===== src/rtl/hazard_stall_unit.sv =====
// hazard_stall_unit: decode-stage interlock for a 5-stage pipeline.
// Compares D-stage Tuse against E/M-stage Tnew for register hazards and
// tracks a multi-cycle mult/div unit so MD instructions wait in decode.
// Also keeps a saturating count of stalled cycles.
module hazard_stall_unit #(
  parameter int TW       = 3,
  parameter int MULT_LAT = 5,
  parameter int DIV_LAT  = 10,
  parameter int CNT_W    = 4
) (
  input  logic          clk,
  input  logic          reset,
  input  logic [4:0]    D_rs_addr,
  input  logic [4:0]    D_rt_addr,
  input  logic [TW-1:0] D_tuse_rs,
  input  logic [TW-1:0] D_tuse_rt,
  input  logic          D_md,
  input  logic [4:0]    E_wr_addr,
  input  logic [TW-1:0] E_tnew,
  input  logic [4:0]    M_wr_addr,
  input  logic [TW-1:0] M_tnew,
  input  logic          E_md_start,
  input  logic          E_md_div,
  output logic          stall,
  output logic          D_en,
  output logic          E_flush,
  output logic          md_busy,
  output logic [31:0]   stall_cnt
);

  typedef enum logic {
    MD_IDLE = 1'b0,
    MD_BUSY = 1'b1
  } md_state_t;

  localparam logic [CNT_W-1:0] MULT_LOAD = CNT_W'(MULT_LAT);
  localparam logic [CNT_W-1:0] DIV_LOAD  = CNT_W'(DIV_LAT);

  md_state_t        md_state_q, md_state_d;
  logic [CNT_W-1:0] md_cnt_q, md_cnt_d;
  logic [31:0]      stall_cnt_q, stall_cnt_d;

  logic rs_stall;
  logic rt_stall;
  logic md_stall;

  // Register hazards: a consumer stalls when it needs the value sooner than
  // the producing stage can deliver it. Register 0 never carries a hazard.
  always_comb begin
    rs_stall = 1'b0;
    rt_stall = 1'b0;
    if (D_rs_addr != 5'd0) begin
      if ((D_rs_addr == E_wr_addr) && (D_tuse_rs < E_tnew)) rs_stall = 1'b1;
      if ((D_rs_addr == M_wr_addr) && (D_tuse_rs < M_tnew)) rs_stall = 1'b1;
    end
    if (D_rt_addr != 5'd0) begin
      if ((D_rt_addr == E_wr_addr) && (D_tuse_rt < E_tnew)) rt_stall = 1'b1;
      if ((D_rt_addr == M_wr_addr) && (D_tuse_rt < M_tnew)) rt_stall = 1'b1;
    end
  end

  // MD instructions wait while the unit is starting or still counting down.
  always_comb begin
    md_busy  = (md_cnt_q != '0);
    md_stall = D_md & (E_md_start | md_busy);
    stall    = rs_stall | rt_stall | md_stall;
    D_en     = ~stall;
    E_flush  = stall;
  end

  // MD next-state: load latency on a start from IDLE, count down while BUSY.
  // A zero latency loads 0 and stays IDLE, so md_busy never rises.
  // Starts arriving while BUSY are ignored.
  always_comb begin
    md_state_d = md_state_q;
    md_cnt_d   = md_cnt_q;
    case (md_state_q)
      MD_IDLE: begin
        if (E_md_start) begin
          md_cnt_d   = E_md_div ? DIV_LOAD : MULT_LOAD;
          md_state_d = (md_cnt_d != '0) ? MD_BUSY : MD_IDLE;
        end
      end
      MD_BUSY: begin
        md_cnt_d   = md_cnt_q - 1'b1;
        md_state_d = (md_cnt_q == CNT_W'(1)) ? MD_IDLE : MD_BUSY;
      end
      default: begin
        md_state_d = MD_IDLE;
        md_cnt_d   = '0;
      end
    endcase
  end

  // Stalled-cycle counter saturates at all-ones instead of wrapping.
  always_comb begin
    stall_cnt_d = stall_cnt_q;
    if (stall && (stall_cnt_q != 32'hFFFF_FFFF)) stall_cnt_d = stall_cnt_q + 32'd1;
  end

  // State registers; reset clears the MD count and performance counter at once.
  always_ff @(posedge clk or posedge reset) begin
    if (reset) begin
      md_state_q  <= MD_IDLE;
      md_cnt_q    <= '0;
      stall_cnt_q <= '0;
    end else begin
      md_state_q  <= md_state_d;
      md_cnt_q    <= md_cnt_d;
      stall_cnt_q <= stall_cnt_d;
    end
  end

  assign stall_cnt = stall_cnt_q;

endmodule


===== config.mk =====
export PLATFORM = sky130hd
export DESIGN_NAME = hazard_stall_unit
export DESIGN_NICKNAME = d
export VERILOG_FILES = /design/src/rtl/hazard_stall_unit.sv
export SDC_FILE = /design/constraint.sdc
export NUM_CORES = 1
export LEC_CHECK = 0
export BUFFER_PORTS_ARGS = -buffer_cell sky130_fd_sc_hd__buf_2
export CAP_MARGIN = 20
export CORE_ASPECT_RATIO = 1.1
export CORE_MARGIN = 2
export CORE_UTILIZATION = 52
export DETAILED_ROUTE_END_ITERATION = 7
export GPL_ROUTABILITY_DRIVEN = 0
export PLACE_DENSITY = 0.9
export SETUP_SLACK_MARGIN = 0.5
export SYNTH_ARGS = -nofsm -noshare
export SYNTH_HDL_FRONTEND = slang
export SYNTH_SLANG_ARGS = --single-unit

===== constraint.sdc =====
create_clock -name clk -period 2.2 [get_ports clk]
set_input_delay 0 -clock clk [delete_from_list [all_inputs] [get_ports clk]]
set_output_delay 0 -clock clk [all_outputs]
set_load 0.02 [all_outputs]

==> results.cfg <==
[detailed_routing]
dr_total_vias = 2666
detail_route.first_pass.iterations = 4
wirelength_mm = 9.21
drt.antenna.violating_nets = 0
initialDrtViolationCount = 281
drc = 0
via_per_inst = 6.14
detail_route.wl_per_cell_um = 21.2

[floorplanning]
dieWidth_um = 70.5
num_rows = 26
fp.coreArea_sq_mm = 0.00465
floorplan.die_area_sq_mm = 0.00544
io_pins = 73
initial_core_util = 0.544
height_of_the_chip_um = 77.2

[synth]
synth_top_area_share = 0.366
async_reset_ff_frac = 1.00
yosys-top-cells-count = dfrtp_1, xor2_1, xnor2_1
synth-edff-count = 0
synth_flop_cell = dfrtp_1
number_of_instances_in_the_synthesized_netlist = 248
yosys-top-cells-area = dfrtp_1, xor2_1, xnor2_1
synth_fp_nets = 297
synth.cell_area_sq_mm = 0.00253
netlist.top_cell.by_area = dfrtp_1
synth-seq-cells = 37
ys_seq_area_frac = 0.366
post_synth_num_cell_types = 44
synth_most_common_cell = dfrtp_1
avgSynthCellArea_sq_um = 10.2
yosys_warnings = 0

[sta]
slew_headroom = 0.684
finalHoldViolCount = 0
finalWorstPathRequiredPeriod_ns = 2.16
report.final.slew_viol_count = 0
maxClockFrequency_ghz = 0.463
grt_setup_unrepaired = true
tightestPinTransition_ns = 0.474
min_period_over_period = 0.982
finalSetupViolations = 0
final.setup_skew_ns = 0.0147

[finish]
final_cells = 434
design.final.nets = 426
ratio_of_cells_with_drive_above_1_in_the_final_layout = 0.579
num_antenna_cells = 0
area.growth.synth_to_final_pct = 58.2

[placed_design]
dp_hpwl_mm = 4.25
placed_cells = 374
place.port_buffers = 72

[clock_tree]
numCtsBuffers = 5
clkTransAtPathRegs_ns = 0.09
cts.root.buffer_cell = clkbuf_8
h-tree-depth = 2
clk_latency_ns = 0.32
clock_tree.buffer_depth = 2
cts_tree = yes
tritoncts_num_sinks = 37

[power]
sequentialPowerShare = 0.339
clockPowerShare = 0.203
power.internal_w = 0.00186
power.share.combinational = 0.458
power_switching_w = 0.00128
p_leak_nw = 1.82
power.switching_fraction = 0.408
powerDensity_mw_per_mm2 = 785
maximum_resistive_drop_on_vdd_v = 0.000531
totalPowerFinal_w = 0.00314

[global_routing]
grt_remaining_overflow = 0
grt_pass1_wl_mm = 12.9
grt_start_max_net_pins = 38
number_of_antenna_violations_at_the_first_check_in_global_routing = 0
grt_pass1_vias = 2589
globalRouteTotalUtil = 0.302

[setup_path]
r2r-start = stall_cnt[3]$_DFFE_PP0P_
maximum_fanout_along_the_worst_path = 5
crit_startpoint = stall_cnt[3]$_DFFE_PP0P_
cp-start-kind = flip-flop
worstPathRequired_ns = 2.40
setup.worst_path.class = flip-flop to flip-flop
cp_data_arrival_time_ns = 2.36
worstSetupEndpointType = flip-flop

[flow_run]
cap_viol_max_count = 0

[outcome]
run_status = finished clean

[hold_path]
hp-start = E_md_div
hold_class = primary input to flip-flop
## power groups by stage
| stage | sequential [W] | combinational (W) | clock, W |
|---|---|---|---|
| floorplan | 0.00115 | 0.000509 | 0 |
| global placement | 0.00106 | 0.000844 | 0 |
| detailed placement | 0.00107 | 0.000879 | 0 |
| CTS | 0.00104 | 0.00111 | 0.000610 |
| global route | 0.00108 | 0.00153 | 0.000667 |
| finish | 0.00107 | 0.00144 | 0.000639 |
## path summary, 6_finish.rpt
kind                                                   to  slack, ns  depth (start not counted)
min in group asynchronous        stall_cnt[6]$_DFFE_PP0P_       0.35                          4
worst min register to register  stall_cnt[25]$_DFFE_PP0P_       0.51                          1
worst max-delay path             stall_cnt[3]$_DFFE_PP0P_       0.04                          8
worst min-delay path              md_cnt_q[0]$_DFFE_PP0P_       0.03                          4
max in group asynchronous       stall_cnt[22]$_DFFE_PP0P_       1.48                          4
worst max register to register   stall_cnt[3]$_DFFE_PP0P_       0.04                          8
## registers in the layout (all words and copies together) (netlist names)
signal      cells
stall_cnt      32
md_state_q      1
md_cnt_q        4
## through the flow
stage / TNS (ns) / setup WS, ns / hold slack (ns) / util / instance area [sq um]
2_1_floorplan: 0 / 0.264 / 0.179 / - / 2680
3_3_place_gp: 0 / 0.123 / 0.121 / 0.662 / 3080
3_5_place_dp: 0 / 0.0617 / 0.130 / 0.662 / 3080
4_1_cts: 0 / 0.360 / 0.0457 / 0.786 / 3660
5_1_grt: -0.0274 / -0.0274 / 0.0760 / 0.861 / 4010
6_report: 0 / 0.0387 / 0.0338 / 0.861 / 4010
## kinds of logic (layout without fill, tap and decap cells)
kind of cell    count (synthesis)  after routing  share of synthesized area
compound gates                 18             18                     0.0494
xor+xnor                       52             52                      0.180
fa+ha+maj                      12             12                     0.0593
buf+inv                        21            151                     0.0475
flops                          37             37                      0.366
mux                             2              2                    0.00840
simple gates                  106            106                      0.290
## final cells by class
type                       instances  area [sq um]
tap                               56          70.1
sequential                        37           946
inverter                          12          65.1
clock inverter                     1          30.0
fill                             212           647
multi-input combinational        190          1880
timing repair buffer             131           932
clock buffer                       7          86.3
## layer usage
layer | vias to the layer above | part of all wire | track usage
li1 | 1146 | - | -
met2 | 168 | 0.52 | 0.552
met4 | 0 | 0.070 | 0.160
met3 | 59 | 0.074 | 0.0539
met1 | 1293 | 0.34 | 0.327
met5 | - | 0 | 0
## layout by cell type (no fill, tap or decap), types with 4 or more instances in the layout
master,synthesis,final
nor4_4,2,9
ha_4,0,4
o21ai_0,6,4
dfrtp_1,37,21
xnor2_1,21,21
nor2_1,13,9
nand2_1,13,12
nor2_4,0,4
buf_2,2,68
nor3_4,1,8
nand4_1,14,14
buf_4,2,48
buf_6,2,9
inv_1,12,7
xor2_1,31,31
clkbuf_8,0,6
ha_1,12,7
dfrtp_2,0,16
nand3_1,10,9
## timing repair
item / in CTS / in global routing
gates resized for setup: 39 / 40
hold buffers: 1 / 0
setup endpoints to repair: 35 / 35
pin swaps: 18 / 30
gates cloned: 3 / 0
setup buffers: 29 / 19
endpoints found under the hold margin: 37 / 0
## critical path: stages (launching register included)
cell,delay [ns]
dfrtp_2,0.45
nand4_4,0.13
nor3_4,0.30
nand2_4,0.09
nor4_4,0.40
buf_6,0.19
buf_12,0.12
nor3_4,0.03
xor2_1,0.31
(Power assumes the default switching activity.)
